### config.mk
export PLATFORM = sky130hd
export DESIGN_NAME = sram_stream_reader
export DESIGN_NICKNAME = d
export VERILOG_FILES = /design/src/rtl/sram_stream_reader.sv
export SDC_FILE = /design/constraint.sdc
export NUM_CORES = 1
export LEC_CHECK = 0
export ABC_AREA = 1
export CAP_MARGIN = 20
export CELL_PAD_IN_SITES_DETAIL_PLACEMENT = 0
export CELL_PAD_IN_SITES_GLOBAL_PLACEMENT = 2
export CORE_MARGIN = 3
export CORE_UTILIZATION = 25
export CTS_BUF_LIST = sky130_fd_sc_hd__clkbuf_16
export DETAILED_ROUTE_END_ITERATION = 7
export DONT_BUFFER_PORTS = 1
export HOLD_SLACK_MARGIN = 0.06
export PLACE_DENSITY_LB_ADDON = 0.3
export SETUP_SLACK_MARGIN = 0.3
export SLEW_MARGIN = 20
export SYNTH_ARGS = -nofsm -noshare
export SYNTH_HDL_FRONTEND = slang
export SYNTH_SLANG_ARGS = --single-unit
### constraint.sdc
create_clock -name clk -period 4.5 [get_ports clk]
set_input_delay 0.225 -clock clk [delete_from_list [all_inputs] [get_ports clk]]
set_output_delay 0.225 -clock clk [all_outputs]
set_load 0.02 [all_outputs]
### src/rtl/sram_stream_reader.sv
// Read-side sequencer for the global buffer SRAM: on start, reads a block of
// consecutive words and streams them out through a 2-entry FIFO (valid/ready).
module sram_stream_reader #(
  parameter int WORD_SIZE = 128,
  parameter int ADDR_BITS = 10,
  parameter int LEN_BITS  = 11
) (
  input  logic                 clk,
  input  logic                 rst,
  input  logic                 start,
  input  logic [ADDR_BITS-1:0] base_addr,
  input  logic [LEN_BITS-1:0]  length,
  output logic                 busy,
  output logic                 done,
  output logic                 sram_re,
  output logic [ADDR_BITS-1:0] sram_addr,
  input  logic [WORD_SIZE-1:0] sram_do,
  output logic                 out_valid,
  input  logic                 out_ready,
  output logic [WORD_SIZE-1:0] out_data,
  output logic                 out_last,
  output logic [1:0]           dbg_state,
  output logic [1:0]           dbg_count
);

  // Handshake: a beat transfers on every cycle where out_valid && out_ready;
  // out_data/out_last hold while out_valid=1 and out_ready=0.
  typedef enum logic [1:0] {IDLE, RUN, DRAIN, DONE} state_t;

  localparam logic [LEN_BITS-1:0]  LEN_ONE  = 1;
  localparam logic [ADDR_BITS-1:0] ADDR_ONE = 1;

  state_t               state;
  logic [ADDR_BITS-1:0] rd_ptr;
  logic [LEN_BITS-1:0]  len;
  logic [LEN_BITS-1:0]  issued;
  logic                 pending;
  logic                 pending_last;
  logic                 last_issue;
  logic                 pop;
  logic [2:0]           occupancy;

  logic [WORD_SIZE-1:0] fifo_data [2];
  logic                 fifo_last [2];
  logic                 wr_idx;
  logic                 rd_idx;
  logic [1:0]           count;

  assign out_valid = (count != 2'd0);
  assign pop       = out_valid && out_ready;
  assign out_data  = fifo_data[rd_idx];
  assign out_last  = out_valid && fifo_last[rd_idx];

  // Words already held plus the one in flight must leave room after this
  // cycle's pop; counting the pop lets issue resume the cycle ready returns.
  assign occupancy  = {1'b0, count} + {2'b00, pending};
  assign sram_re    = (state == RUN) && (issued < len) &&
                      (occupancy < ({2'b00, pop} + 3'd2));
  assign sram_addr  = rd_ptr;
  assign last_issue = ((issued + LEN_ONE) == len);

  assign busy      = (state != IDLE);
  assign done      = (state == DONE);
  assign dbg_state = state;
  assign dbg_count = count;

  always_ff @(posedge clk or negedge rst) begin
    if (!rst) begin
      state        <= IDLE;
      rd_ptr       <= '0;
      len          <= '0;
      issued       <= '0;
      pending      <= 1'b0;
      pending_last <= 1'b0;
    end else begin
      pending      <= sram_re;
      pending_last <= sram_re && last_issue;
      case (state)
        IDLE: begin
          if (start) begin
            rd_ptr <= base_addr;
            len    <= length;
            issued <= '0;
            state  <= (length != '0) ? RUN : DONE;
          end
        end
        RUN: begin
          if (sram_re) begin
            rd_ptr <= rd_ptr + ADDR_ONE;
            issued <= issued + LEN_ONE;
            if (last_issue) state <= DRAIN;
          end
        end
        DRAIN: begin
          if (pop && out_last) state <= DONE;
        end
        DONE: state <= IDLE;
        default: state <= IDLE;
      endcase
    end
  end

  // Two-slot circular FIFO; write and pop may coincide at any occupancy.
  always_ff @(posedge clk or negedge rst) begin
    if (!rst) begin
      for (int i = 0; i < 2; i++) begin
        fifo_data[i] <= '0;
        fifo_last[i] <= 1'b0;
      end
      wr_idx <= 1'b0;
      rd_idx <= 1'b0;
      count  <= 2'd0;
    end else begin
      if (pending) begin
        fifo_data[wr_idx] <= sram_do;
        fifo_last[wr_idx] <= pending_last;
        wr_idx            <= ~wr_idx;
      end
      if (pop) rd_idx <= ~rd_idx;
      count <= count + {1'b0, pending} - {1'b0, pop};
    end
  end

endmodule
==> results.ini <==
[setup_path]
cpPeakStageDelay_ps = 900
required_ps = 4280
critPathLaunchType = register
crit_arrival_ps = 2940
path_cells = inv_4, buf_4, nand2_1, nand2_1
critical_path.max_fanout = 76
endpoint_kind = output pin
cp_top_family = buffers and inverters
worst-path-buf-inv = 2
slowest_stage = buf_4
crit_type = reg2out
cp_common_cell = nand2_1

[finish]
multi_input_area_um2 = 5230
drive_above_1_share_pct = 4.21
nFillCells = 5762
area_growth_pct = 24.1
sequential_cell_area_um2 = 7460
layout.nets = 2025

[global_route]
antenna_found_initial = 2
grt_usage_pct = 13.8
grt_pass1_vias = 11013
grt_max_degree = 299
gr-total-overflow = 0
grt_pass1_wl_mm = 63.4

[die]
std_cell_rows = 85
die_h_um = 240
die_w_um = 240
start_util_pct = 25.4
ios = 300
core_area_um2 = 54000
dieArea_um2 = 57600

[synthesis]
yosys_most_used_dff = dfrtp_1
netlist_area_um2 = 13700
ys_types = 33
seq_area_frac_synth_pct = 54.4
synth_top_area_share_pct = 54.4
synth_top_area_cell = dfrtp_1
synth-edff-count = 0
ys_ff_latch = 298
synth.area.top_cells = dfrtp_1 (54%), nand2_1 (21%), o21ai_0 (10%), inv_1 (4.7%), clkbuf_1 (2.0%)
syn_nets = 1920
yosysWarnings = 0
synth_most_common_cell = nand2_1
syn_inst = 1746
syn_area_per_cell_um2 = 7.85
synthArstFlopShare_pct = 100
synthTopCellsByCount = nand2_1 (750), dfrtp_1 (298), o21ai_0 (280)

[sta]
finalSetupViolCount = 0
rsz0062_at_grt = no
holdWs_ps = -610
drv_slew = 0
tightestPinTransition_ps = 1070
hold_violations = 298
post-route-period-util_pct = 70.3
tns_ps = 0
fin_worst_skew_ps = 18.6
relSlewSlack_pct = 28.9
timing.final.crit_period_ps = 3160
max_freq_ghz = 0.316
setup_slack_ps = 1340

[cts]
hold_buffers = 150
clkTransAtPathRegs_ps = 60
cts_root_buf = clkbuf_16
cts_tree = built
cts_buffer_depth = 3
cts_made_buffers = 38
clock_sinks = 298
clock_latency_ps = 530
htreeDepth = 2

[detailed_routing]
dr.first_iter.drc_count = 603
drtPass1Iterations = 5
wl_per_cell_um = 15.5
drt_wl_total_mm = 40.0
vias = 11089
antenna_left = 0
via_per_inst = 4.30
drc = 0

[place]
dp_hpwl_mm = 24.6
io_buffers = 0
gp_congestion = 0.725
dp_worst_setup_slack_ps = 1770

[power]
seqPwrFrac_pct = 37.4
irDropWorstVdd_mv = 0.466
clockPowerShare_pct = 22.7
p_leak_nw = 8.73
switching_share_pct = 44.7
powerDensity_nw_per_um2 = 747
p_int_mw = 7.02
p_switching_mw = 5.68
comb_power_share_pct = 39.9

[outcome]
violations = hold timing
status = finished, violations left

[run]
maxCapViolCount = 0

[hold_path]
hold_class = in2async

state kept, by name, indices dropped and copies added, names as in the netlist:
signal        count
dbg_count         2
dbg_state         2
fifo_data       256
fifo_last         2
issued           11
len              11
pending           1
pending_last      1
rd_idx            1
sram_addr        10
wr_idx            1
power by group through the flow:
stage          Combinational [mW]  Sequential (mW)  Clock (mW)
2_1_floorplan                4.00             4.60           0
3_3_place_gp                 5.07             4.76           0
3_5_place_dp                 5.11             4.79           0
4_1_cts                      5.24             4.76        3.03
5_1_grt                      5.81             4.91        3.13
6_report                     5.07             4.75        2.88
stage by stage:
| step | std cells | power (mW) | util [%] | area (um^2) |
|---|---|---|---|---|
| after global placement | 2357 | 9.83 | 26.5 | 14300 |
| after floorplan | 1746 | 8.59 | - | 13700 |
| final | 2577 | 12.7 | 31.5 | 17000 |
| after global routing | 2575 | 13.8 | 31.5 | 17000 |
| after CTS | 2574 | 13.0 | 31.5 | 17000 |
| after detailed placement | 2357 | 9.90 | 26.5 | 14300 |
per-layer routing:
metal  vias to the layer above  global-route usage (%)  part of all wire [%]
met1                      5185                    18.1                    45
li1                       5628                       -                     -
met5                         -                       0                     0
met3                        43                    4.32                   7.2
met4                         0                    4.06                   1.9
met2                       233                    21.9                    46
final timing paths:
kind,start,endpoint,slack (ps),depth (start not counted)
setup / recovery,rd_idx,out_data[96],1340,4
hold / removal,rst,fifo_data[38],-610,0
setup reg to reg,dbg_state[1],sram_addr[7],1810,14
hold reg to reg,fifo_data[189],fifo_data[189],480,2
max in group asynchronous,rst,issued[1],4570,0
min in group clk,length[10],dbg_state[1],120,4
kinds of logic after synthesis:
family,Yosys count,share of synthesized area (%)
xor gates and xnor gates,9,0.575
and+or+nand+nor,843,24.2
DFF,298,54.4
buffers and inverters,268,7.49
muxes,2,0.155
adders and majority gates,21,1.92
AOI/OAI and AO/OA,305,11.3
area by class of cell:
cell class / instances / share of cell area [%]
Multi-Input combinational cell: 1180 / 30.7
Timing Repair Buffer: 159 / 9.45
Sequential cell: 298 / 43.9
Clock inverter: 26 / 0.898
Antenna cell: 3 / 0.0441
Clock buffer: 41 / 6.03
Inverter: 174 / 3.86
Tap cell: 696 / 5.12
worst register-to-register path, delay by kind of cell (launching register included):
family / cells / cell delay (ps)
simple gates: 6 / 670
compound gates: 2 / 220
fa+ha+maj: 1 / 150
flops: 1 / 490
buf+inv: 5 / 1110
cells in the final DEF (no fill, tap or decap), types with 4 or more instances in the layout:
cell,n
nand2_1,749
dfrtp_1,297
o21ai_0,280
inv_1,187
dlygate4sd3_1,150
clkbuf_16,41
nor2_1,33
nand3_1,33
ha_1,21
a21oi_1,14
xor2_1,6
buf_4,6
o21ai_1,5
clkinv_1,5
nor3_1,4
nor2_4,4
timing repair:
item	4_1_cts	5_1_grt
endpoints found under the hold margin	578	298
buffers inserted	0	0
resized for setup	0	0
(Power assumes the default switching activity.)
